**src/rtl/tube_pkg.sv**
```systemverilog
`default_nettype none
// +----------------------------------------------------------------------+
// | Module   : tube_pkg                                                  |
// | Purpose  : Shared types and constants for the Tube parasite bridge.  |
// | Revision : 1.0  initial release                                      |
// +----------------------------------------------------------------------+
package tube_pkg;

  localparam int TUBE_ADDR_W = 3;
  localparam int TUBE_DATA_W = 8;

  // Bridge sequencer: one pass through SETUP/STROBE/HOLD per transaction.
  typedef enum logic [1:0] {
    ST_IDLE   = 2'd0,
    ST_SETUP  = 2'd1,
    ST_STROBE = 2'd2,
    ST_HOLD   = 2'd3
  } tube_state_e;

  // Parasite-side register map: status/data pairs for FIFOs R1..R4.
  localparam logic [TUBE_ADDR_W-1:0] TUBE_R1_STAT = 3'd0;
  localparam logic [TUBE_ADDR_W-1:0] TUBE_R1_DATA = 3'd1;
  localparam logic [TUBE_ADDR_W-1:0] TUBE_R2_STAT = 3'd2;
  localparam logic [TUBE_ADDR_W-1:0] TUBE_R2_DATA = 3'd3;
  localparam logic [TUBE_ADDR_W-1:0] TUBE_R3_STAT = 3'd4;
  localparam logic [TUBE_ADDR_W-1:0] TUBE_R3_DATA = 3'd5;
  localparam logic [TUBE_ADDR_W-1:0] TUBE_R4_STAT = 3'd6;
  localparam logic [TUBE_ADDR_W-1:0] TUBE_R4_DATA = 3'd7;

  // Largest of three phase lengths; sizes the shared phase counter.
  function automatic int max3(input int a, input int b, input int c);
    int m;
    m = (a > b) ? a : b;
    return (m > c) ? m : c;
  endfunction

endpackage
`default_nettype wire

```
**src/rtl/tube_p_bridge_if.sv**
```systemverilog
`default_nettype none
// +----------------------------------------------------------------------+
// | Module   : tube_p_bridge_if                                          |
// | Purpose  : Core-side request bus plus Tube parasite port signals.    |
// |            slave  = the bridge; master = core and Tube ULA side.     |
// | Revision : 1.0  initial release                                      |
// +----------------------------------------------------------------------+
interface tube_p_bridge_if;
  import tube_pkg::*;

  // Co-processor side
  logic                   req;
  logic                   we;
  logic [TUBE_ADDR_W-1:0] addr;
  logic [TUBE_DATA_W-1:0] wdata;
  logic [TUBE_DATA_W-1:0] rdata;
  logic                   ack;
  logic                   busy;

  // Tube parasite port
  logic [TUBE_ADDR_W-1:0] p_addr;
  logic                   p_cs_b;
  logic                   p_rd_b;
  logic                   p_wr_b;
  logic [TUBE_DATA_W-1:0] p_data_out;
  logic                   p_data_oe;
  logic [TUBE_DATA_W-1:0] p_data_in;

  // Tube interrupt/reset outputs and their synchronized forms
  logic                   p_irq_b;
  logic                   p_nmi_b;
  logic                   p_rst_b;
  logic                   irq;
  logic                   nmi_pulse;
  logic                   cpu_rst;

  modport slave (
    input  req, we, addr, wdata, p_data_in, p_irq_b, p_nmi_b, p_rst_b,
    output rdata, ack, busy, p_addr, p_cs_b, p_rd_b, p_wr_b,
           p_data_out, p_data_oe, irq, nmi_pulse, cpu_rst
  );

  modport master (
    output req, we, addr, wdata, p_data_in, p_irq_b, p_nmi_b, p_rst_b,
    input  rdata, ack, busy, p_addr, p_cs_b, p_rd_b, p_wr_b,
           p_data_out, p_data_oe, irq, nmi_pulse, cpu_rst
  );
endinterface
`default_nettype wire

```
**src/rtl/tube_sync2.sv**
```systemverilog
`default_nettype none
// +----------------------------------------------------------------------+
// | Module   : tube_sync2                                                |
// | Purpose  : Two-flop synchronizer with selectable reset value.        |
// | Revision : 1.0  initial release                                      |
// +----------------------------------------------------------------------+
module tube_sync2 #(
  parameter logic RST_VAL = 1'b0
) (
  input  logic clk,
  input  logic h_rst_b,
  input  logic d_i,
  output logic q_o
);

  logic meta_q;
  logic sync_q;

  // Two-stage capture of the asynchronous input.
  always_ff @(posedge clk or negedge h_rst_b) begin
    if (!h_rst_b) begin
      meta_q <= RST_VAL;
      sync_q <= RST_VAL;
    end else begin
      meta_q <= d_i;
      sync_q <= meta_q;
    end
  end

  assign q_o = sync_q;

endmodule
`default_nettype wire

```
**src/rtl/tube_p_bridge.sv**
```systemverilog
`default_nettype none
// +----------------------------------------------------------------------+
// | Module   : tube_p_bridge                                             |
// | Purpose  : Converts single-cycle co-processor requests into timed    |
// |            Tube parasite strobe cycles; synchronizes irq/nmi/rst.    |
// | Revision : 1.0  initial release                                      |
// +----------------------------------------------------------------------+
module tube_p_bridge
  import tube_pkg::*;
#(
  parameter int SETUP_CYC  = 1,
  parameter int STROBE_CYC = 2,
  parameter int HOLD_CYC   = 1
) (
  input  logic           clk,
  input  logic           h_rst_b,
  tube_p_bridge_if.slave bus
);

  localparam int MAX_CYC = max3(SETUP_CYC, STROBE_CYC, HOLD_CYC);
  localparam int CNT_W   = $clog2(MAX_CYC) + 1;

  // The counter holds "cycles remaining minus one" in the current phase.
  localparam logic [CNT_W-1:0] SETUP_LD  = CNT_W'(SETUP_CYC - 1);
  localparam logic [CNT_W-1:0] STROBE_LD = CNT_W'(STROBE_CYC - 1);
  localparam logic [CNT_W-1:0] HOLD_LD   = CNT_W'(HOLD_CYC - 1);
  localparam logic [CNT_W-1:0] CNT_ONE   = CNT_W'(1);

  // Sequencer
  tube_state_e            state_q, state_d;
  logic [CNT_W-1:0]       cnt_q, cnt_d;
  logic                   accept;

  // Captured request
  logic                   we_q;
  logic [TUBE_ADDR_W-1:0] addr_q;
  logic [TUBE_DATA_W-1:0] wdata_q;

  // Registered outputs
  logic                   p_cs_b_q, p_cs_b_d;
  logic                   p_rd_b_q, p_rd_b_d;
  logic                   p_wr_b_q, p_wr_b_d;
  logic [TUBE_ADDR_W-1:0] p_addr_q, p_addr_d;
  logic [TUBE_DATA_W-1:0] p_data_out_q, p_data_out_d;
  logic                   p_data_oe_q, p_data_oe_d;
  logic [TUBE_DATA_W-1:0] rdata_q, rdata_d;
  logic                   ack_q, ack_d;
  logic                   busy_q, busy_d;

  // Synchronized Tube outputs
  logic                   irq_sync;
  logic                   nmi_sync;
  logic                   cpu_rst_sync;
  logic                   nmi_dly_q;
  logic                   nmi_pulse_q;

  // ---------------------------------------------------------------------
  // Synchronizers: irq/cpu_rst are inverted before capture so the flop
  // outputs are the active-high levels directly; cpu_rst resets asserted.
  // ---------------------------------------------------------------------
  tube_sync2 #(.RST_VAL(1'b0)) u_sync_irq (
    .clk     (clk),
    .h_rst_b (h_rst_b),
    .d_i     (~bus.p_irq_b),
    .q_o     (irq_sync)
  );

  tube_sync2 #(.RST_VAL(1'b1)) u_sync_nmi (
    .clk     (clk),
    .h_rst_b (h_rst_b),
    .d_i     (bus.p_nmi_b),
    .q_o     (nmi_sync)
  );

  tube_sync2 #(.RST_VAL(1'b1)) u_sync_rst (
    .clk     (clk),
    .h_rst_b (h_rst_b),
    .d_i     (~bus.p_rst_b),
    .q_o     (cpu_rst_sync)
  );

  // NMI edge detector: pulse once per synchronized high-to-low transition.
  always_ff @(posedge clk or negedge h_rst_b) begin
    if (!h_rst_b) begin
      nmi_dly_q   <= 1'b1;
      nmi_pulse_q <= 1'b0;
    end else begin
      nmi_dly_q   <= nmi_sync;
      nmi_pulse_q <= nmi_dly_q & ~nmi_sync;
    end
  end

  // ---------------------------------------------------------------------
  // Sequencer. A request is only taken in IDLE and while the core is not
  // held in reset; once started, a transaction always runs to completion
  // so the Tube never sees a truncated strobe.
  // ---------------------------------------------------------------------

  // State and phase-counter register.
  always_ff @(posedge clk or negedge h_rst_b) begin
    if (!h_rst_b) begin
      state_q <= ST_IDLE;
      cnt_q   <= '0;
    end else begin
      state_q <= state_d;
      cnt_q   <= cnt_d;
    end
  end

  // Next-state: counter reloads on each phase entry and counts down to 0.
  always_comb begin
    state_d = state_q;
    cnt_d   = cnt_q;
    accept  = 1'b0;
    unique case (state_q)
      ST_IDLE: begin
        if (bus.req && !cpu_rst_sync) begin
          accept  = 1'b1;
          state_d = ST_SETUP;
          cnt_d   = SETUP_LD;
        end
      end
      ST_SETUP: begin
        if (cnt_q == '0) begin
          state_d = ST_STROBE;
          cnt_d   = STROBE_LD;
        end else begin
          cnt_d = cnt_q - CNT_ONE;
        end
      end
      ST_STROBE: begin
        if (cnt_q == '0) begin
          state_d = ST_HOLD;
          cnt_d   = HOLD_LD;
        end else begin
          cnt_d = cnt_q - CNT_ONE;
        end
      end
      ST_HOLD: begin
        if (cnt_q == '0) begin
          state_d = ST_IDLE;
          cnt_d   = '0;
        end else begin
          cnt_d = cnt_q - CNT_ONE;
        end
      end
      default: begin
        state_d = ST_IDLE;
        cnt_d   = '0;
      end
    endcase
  end

  // Request capture: the core's bus is only looked at in the accept cycle.
  always_ff @(posedge clk or negedge h_rst_b) begin
    if (!h_rst_b) begin
      we_q    <= 1'b0;
      addr_q  <= '0;
      wdata_q <= '0;
    end else if (accept) begin
      we_q    <= bus.we;
      addr_q  <= bus.addr;
      wdata_q <= bus.wdata;
    end
  end

  // ---------------------------------------------------------------------
  // Output decode. Outputs are registered from the current state, so the
  // pins trail the sequencer by one cycle; this is what places p_cs_b one
  // edge after the accepting edge and lets a new request be accepted on
  // the edge where ack falls.
  // ---------------------------------------------------------------------

  // Pin and status values for the next cycle.
  always_comb begin
    p_cs_b_d     = (state_q == ST_IDLE);
    p_rd_b_d     = !((state_q == ST_STROBE) && !we_q);
    p_wr_b_d     = !((state_q == ST_STROBE) && we_q);
    p_data_oe_d  = (state_q != ST_IDLE) && we_q;
    p_addr_d     = p_addr_q;
    p_data_out_d = p_data_out_q;
    if (state_q != ST_IDLE) begin
      p_addr_d = addr_q;
      if (we_q) begin
        p_data_out_d = wdata_q;
      end
    end
    ack_d   = (state_q == ST_HOLD) && (cnt_q == '0);
    busy_d  = (state_q != ST_IDLE) || accept;
    // Sample on the edge that raises p_rd_b: the Tube FIFO pops on that
    // rising edge, so the data must be taken from the last low cycle.
    rdata_d = rdata_q;
    if (!p_rd_b_q && p_rd_b_d) begin
      rdata_d = bus.p_data_in;
    end
  end

  // Output register bank; reset leaves every strobe deasserted.
  always_ff @(posedge clk or negedge h_rst_b) begin
    if (!h_rst_b) begin
      p_cs_b_q     <= 1'b1;
      p_rd_b_q     <= 1'b1;
      p_wr_b_q     <= 1'b1;
      p_addr_q     <= '0;
      p_data_out_q <= '0;
      p_data_oe_q  <= 1'b0;
      rdata_q      <= '0;
      ack_q        <= 1'b0;
      busy_q       <= 1'b0;
    end else begin
      p_cs_b_q     <= p_cs_b_d;
      p_rd_b_q     <= p_rd_b_d;
      p_wr_b_q     <= p_wr_b_d;
      p_addr_q     <= p_addr_d;
      p_data_out_q <= p_data_out_d;
      p_data_oe_q  <= p_data_oe_d;
      rdata_q      <= rdata_d;
      ack_q        <= ack_d;
      busy_q       <= busy_d;
    end
  end

  assign bus.p_cs_b     = p_cs_b_q;
  assign bus.p_rd_b     = p_rd_b_q;
  assign bus.p_wr_b     = p_wr_b_q;
  assign bus.p_addr     = p_addr_q;
  assign bus.p_data_out = p_data_out_q;
  assign bus.p_data_oe  = p_data_oe_q;
  assign bus.rdata      = rdata_q;
  assign bus.ack        = ack_q;
  assign bus.busy       = busy_q;
  assign bus.irq        = irq_sync;
  assign bus.nmi_pulse  = nmi_pulse_q;
  assign bus.cpu_rst    = cpu_rst_sync;

endmodule
`default_nettype wire

```
**src/flat_wrapper.sv**
```systemverilog
// flat-port wrapper written by rule: the top's interface ports become plain ports
module tube_p_bridge_flat import tube_pkg::*;
#(
  parameter int SETUP_CYC  = 1,
  parameter int STROBE_CYC = 2,
  parameter int HOLD_CYC   = 1
)
  (clk, h_rst_b, bus_req, bus_we, bus_addr, bus_wdata, bus_p_data_in, bus_p_irq_b, bus_p_nmi_b, bus_p_rst_b, bus_rdata, bus_ack, bus_busy, bus_p_addr, bus_p_cs_b, bus_p_rd_b, bus_p_wr_b, bus_p_data_out, bus_p_data_oe, bus_irq, bus_nmi_pulse, bus_cpu_rst);
  tube_p_bridge_if bus_i ();
  input  logic clk;
  input  logic h_rst_b;
  input wire logic [$bits(bus_i.req)-1:0] bus_req;
  input wire logic [$bits(bus_i.we)-1:0] bus_we;
  input wire logic [$bits(bus_i.addr)-1:0] bus_addr;
  input wire logic [$bits(bus_i.wdata)-1:0] bus_wdata;
  input wire logic [$bits(bus_i.p_data_in)-1:0] bus_p_data_in;
  input wire logic [$bits(bus_i.p_irq_b)-1:0] bus_p_irq_b;
  input wire logic [$bits(bus_i.p_nmi_b)-1:0] bus_p_nmi_b;
  input wire logic [$bits(bus_i.p_rst_b)-1:0] bus_p_rst_b;
  output wire logic [$bits(bus_i.rdata)-1:0] bus_rdata;
  output wire logic [$bits(bus_i.ack)-1:0] bus_ack;
  output wire logic [$bits(bus_i.busy)-1:0] bus_busy;
  output wire logic [$bits(bus_i.p_addr)-1:0] bus_p_addr;
  output wire logic [$bits(bus_i.p_cs_b)-1:0] bus_p_cs_b;
  output wire logic [$bits(bus_i.p_rd_b)-1:0] bus_p_rd_b;
  output wire logic [$bits(bus_i.p_wr_b)-1:0] bus_p_wr_b;
  output wire logic [$bits(bus_i.p_data_out)-1:0] bus_p_data_out;
  output wire logic [$bits(bus_i.p_data_oe)-1:0] bus_p_data_oe;
  output wire logic [$bits(bus_i.irq)-1:0] bus_irq;
  output wire logic [$bits(bus_i.nmi_pulse)-1:0] bus_nmi_pulse;
  output wire logic [$bits(bus_i.cpu_rst)-1:0] bus_cpu_rst;
  assign bus_i.req = bus_req;
  assign bus_i.we = bus_we;
  assign bus_i.addr = bus_addr;
  assign bus_i.wdata = bus_wdata;
  assign bus_i.p_data_in = bus_p_data_in;
  assign bus_i.p_irq_b = bus_p_irq_b;
  assign bus_i.p_nmi_b = bus_p_nmi_b;
  assign bus_i.p_rst_b = bus_p_rst_b;
  assign bus_rdata = bus_i.rdata;
  assign bus_ack = bus_i.ack;
  assign bus_busy = bus_i.busy;
  assign bus_p_addr = bus_i.p_addr;
  assign bus_p_cs_b = bus_i.p_cs_b;
  assign bus_p_rd_b = bus_i.p_rd_b;
  assign bus_p_wr_b = bus_i.p_wr_b;
  assign bus_p_data_out = bus_i.p_data_out;
  assign bus_p_data_oe = bus_i.p_data_oe;
  assign bus_irq = bus_i.irq;
  assign bus_nmi_pulse = bus_i.nmi_pulse;
  assign bus_cpu_rst = bus_i.cpu_rst;
  tube_p_bridge #(.SETUP_CYC(SETUP_CYC), .STROBE_CYC(STROBE_CYC), .HOLD_CYC(HOLD_CYC)) u_core (.clk(clk), .h_rst_b(h_rst_b), .bus(bus_i));
endmodule
```
**config.mk**
```make
export PLATFORM = sky130hd
export DESIGN_NAME = tube_p_bridge_flat
export DESIGN_NICKNAME = d
export VERILOG_FILES = /design/src/rtl/tube_pkg.sv /design/src/rtl/tube_p_bridge_if.sv /design/src/rtl/tube_sync2.sv /design/src/rtl/tube_p_bridge.sv /design/src/flat_wrapper.sv
export SDC_FILE = /design/constraint.sdc
export NUM_CORES = 1
export LEC_CHECK = 0
export CAP_MARGIN = 0
export CORE_MARGIN = 3
export CORE_UTILIZATION = 59
export CTS_BUF_LIST = sky130_fd_sc_hd__clkbuf_4
export CTS_CLUSTER_DIAMETER = 50
export DETAILED_ROUTE_END_ITERATION = 8
export DONT_BUFFER_PORTS = 1
export HOLD_SLACK_MARGIN = 0.06
export PLACE_DENSITY = 0.81
export SKIP_LAST_GASP = 1
export SYNTH_ARGS = -nofsm -noshare
export SYNTH_HDL_FRONTEND = slang
export SYNTH_SLANG_ARGS = --single-unit
```
**constraint.sdc**
```tcl
create_clock -name clk -period 3.1 [get_ports clk]
set_clock_uncertainty 0.15 [all_clocks]
set_input_delay 0.62 -clock clk [delete_from_list [all_inputs] [get_ports clk]]
set_output_delay 0.62 -clock clk [all_outputs]
set_load 0.05 [all_outputs]
```
==> flow_metrics.py <==
metrics = {
    "outcome": {
        "outcome": "finished, final reports clean",
    },
    "detailed_routing": {
        "routed_wire_length_per_instance_um": 17.6,
        "vias": 911,
        "remaining_drc_errors": 0,
        "drt-total-wl_mm": 2.93,
        "drt-pass1-iter-count": 4,
        "routed_via_density": 5.49,
        "drtIter0Drc": 38,
        "ant_nets": 0,
    },
    "timing": {
        "drv_slew": 0,
        "setup_viol": 0,
        "rsz0062_at_grt": "no",
        "max_freq_mhz": 463,
        "rel_slew_slack_pct": 49.2,
        "period_needed_ns": 2.16,
        "setup_total_negative_slack_ns": 0,
        "fin_crit_sh_pct": 69.6,
        "tightest_slew_ns": 0.761,
        "final-hold-violation-count": 0,
    },
    "setup_path": {
        "worstReg2RegStart": "u_core.state_q[0]",
        "crit_type": "flip-flop to flip-flop",
        "critical_path.endpoint_type": "flip-flop",
        "worstSetupStartpointType": "flip-flop",
        "worst-endpoint-required_ns": 3.21,
        "worst_ep_arrival_time_ns": 2.27,
        "worstSetupStartpoint": "u_core.state_q[0]",
        "critPathMaxFanout": 9,
    },
    "cts": {
        "cts_tree": "yes",
        "clk_path_buf_depth": 2,
        "cts_hold_buffers": 2,
        "cts.sinks": 49,
        "cts-buffers-inserted": 5,
        "htreeDepth": 2,
        "post-cts-setup-buffer-count": 0,
        "cts.clk_slew.worst_paths_ns": 0.13,
        "root_buffer": "sky130_fd_sc_hd__clkbuf_4",
        "clk-insertion-delay-late_ns": 0.36,
        "postCtsResizedCells": 0,
    },
    "cells_and_area": {
        "most_common_library_cell_in_the_layout_ignoring_fill_and_taps": "sky130_fd_sc_hd__dfrtp_1",
        "mostFrequentLayoutCells": "sky130_fd_sc_hd__dfrtp_1 (41), sky130_fd_sc_hd__mux2_4 (18), sky130_fd_sc_hd__mux2_2 (13), sky130_fd_sc_hd__dfstp_2 (8), sky130_fd_sc_hd__clkbuf_4 (6)",
        "antenna-diode-count": 0,
        "design_area_um2": 2070,
        "final-instance-count-excl-fill": 166,
        "area.growth.synth_to_final_pct": 7.45,
        "fillCellCount": 218,
        "layout-drive-gt1-share_pct": 41.8,
        "fin_nets": 152,
    },
    "floorplan": {
        "die_x_um": 63.2,
        "core_area_um2": 3080,
        "number_of_top_level_pins": 54,
        "die_footprint_um2": 3990,
        "start_util_pct": 62.7,
        "height_of_the_die_um": 63.2,
        "rows": 20,
    },
    "global_route": {
        "grt_max_degree": 50,
        "grt_antenna_before_repair": 0,
        "wire_length_of_the_first_global_routing_pass_mm": 5.08,
        "global_route.usage.met3_pct": 9.45,
        "grt.busiest_layer": "met2",
        "grt_overall_usage_pct": 16.9,
        "grt_pass1_vias": 954,
        "globalRoute.totalOverflow": 0,
        "gr-usage-met2_pct": 23.1,
        "global_route.usage.met1_pct": 21.6,
    },
    "worst_hold_path": {
        "startpoint_of_the_worst_hold_path": "bus_p_rst_b",
        "min_path_type": "input port to flip-flop",
    },
    "logic_synthesis": {
        "postSynthAreaPerCell_um2": 16.8,
        "yosys_warns": 0,
        "synth_largest_area_cell": "sky130_fd_sc_hd__dfrtp_1",
        "synthesized_instance_count": 115,
        "netlist.area_leader.share_pct": 53.1,
        "netlist_top_cells_area": "sky130_fd_sc_hd__dfrtp_1 (53%), sky130_fd_sc_hd__mux2_4 (14%), sky130_fd_sc_hd__dfstp_2 (11%), sky130_fd_sc_hd__mux2_2 (7.6%), sky130_fd_sc_hd__ha_1 (3.2%)",
        "synthDistinctLibCells": 24,
        "yosys_register_bits": 49,
        "cell_area_synth_um2": 1930,
        "synth_nets": 146,
        "yosysSeqAreaShare_pct": 64.0,
    },
    "place": {
        "routabilityCongestion": 0.633,
        "placed_cells_incl_taps": 155,
        "placed_cell_area_um2": 1950,
        "numPortBuffers": 0,
        "dpl.hpwl_mm": 2.01,
    },
    "run": {
        "max_cap_violations": 0,
    },
}
cell families (layout without fill, tap and decap cells):
| family | Yosys count | after routing | share of synthesized area [%] |
|---|---|---|---|
| AND/OR/NAND/NOR | 15 | 15 | 5.12 |
| AO/OA/AOI/OAI | 4 | 4 | 2.01 |
| flip-flops | 49 | 49 | 64.0 |
| buffers and inverters | 9 | 16 | 2.92 |
| multiplexers | 33 | 33 | 22.7 |
| adder cells (fa/ha/maj) | 5 | 5 | 3.24 |
final cells by class:
| type | count | area (um2) | area share, % |
|---|---|---|---|
| inverter | 5 | 18.8 | 0.905 |
| sequential | 49 | 1240 | 59.6 |
| clock buffer | 6 | 45.0 | 2.17 |
| clock inverter | 2 | 33.8 | 1.63 |
| tap | 44 | 55.1 | 2.65 |
| timing repair buffer | 3 | 47.5 | 2.29 |
| multi-input combinational | 57 | 638 | 30.8 |
synth_stat cells:
library cell	number
sky130_fd_sc_hd__dfrtp_1	41
sky130_fd_sc_hd__ha_1	5
sky130_fd_sc_hd__nand3b_2	1
sky130_fd_sc_hd__mux2i_1	1
sky130_fd_sc_hd__o2bb2ai_1	1
sky130_fd_sc_hd__and2_1	2
sky130_fd_sc_hd__nor3_2	1
sky130_fd_sc_hd__or2_1	1
sky130_fd_sc_hd__a2bb2oi_2	1
sky130_fd_sc_hd__nand2b_1	2
sky130_fd_sc_hd__nor2b_1	2
sky130_fd_sc_hd__o21bai_1	1
sky130_fd_sc_hd__mux2_2	13
sky130_fd_sc_hd__nand2_1	2
sky130_fd_sc_hd__nor2_1	2
sky130_fd_sc_hd__dfstp_2	8
sky130_fd_sc_hd__inv_1	5
sky130_fd_sc_hd__mux2_4	18
sky130_fd_sc_hd__nand3_1	1
sky130_fd_sc_hd__buf_4	2
sky130_fd_sc_hd__mux2_1	1
sky130_fd_sc_hd__buf_6	2
sky130_fd_sc_hd__o31ai_1	1
sky130_fd_sc_hd__nor2b_4	1
state kept, by name (all words and copies together), names as in the netlist, 2 cells and up:
register               count
u_core.state_q             2
u_core.wdata_q             8
u_core.bus.rdata           8
u_core.addr_q              3
u_core.cnt_q               2
u_core.bus.p_addr          3
u_core.bus.p_data_out      8
worst paths after layout:
path                                       endpoint  slack [ns]  depth (start not counted)
max                        u_core.bus.p_data_out[1]        0.94                          4
min                        u_core.u_sync_rst.meta_q        0.12                          1
max reg2reg                u_core.bus.p_data_out[1]        0.94                          4
min reg2reg                   u_core.u_sync_nmi.q_o        0.22                          0
max in group asynchronous         u_core.bus.p_cs_b        1.91                          2
min in group asynchronous  u_core.bus.p_data_out[1]        0.62                          2
critical path, stage by stage, from the launching register on:
cell and delay (ns):
sky130_fd_sc_hd__dfrtp_1 0.40, sky130_fd_sc_hd__inv_1 0.10, sky130_fd_sc_hd__ha_1 0.35, sky130_fd_sc_hd__nor2b_1 0.65, sky130_fd_sc_hd__mux2_2 0.42
per-stage QoR:
stage	hold WS [ns]	util, %	worst slack, ns
after CTS	0.0778	67.1	0.936
after global routing	0.0958	67.4	0.788
after detailed placement	0.176	63.3	0.936
after floorplan	0.174	-	1.45
final	0.124	67.4	0.941
after global placement	0.176	63.3	1.07
routing by layer:
metal / part of all wire [%] / routed length (um)
met2: 44 / 1280
met3: 11 / 328
met1: 43 / 1250
met5: 0 / 0
met4: 2.4 / 70
Power is not shown: default switching activity piles up to over one toggle a cycle in this logic, so the estimate is an artifact.
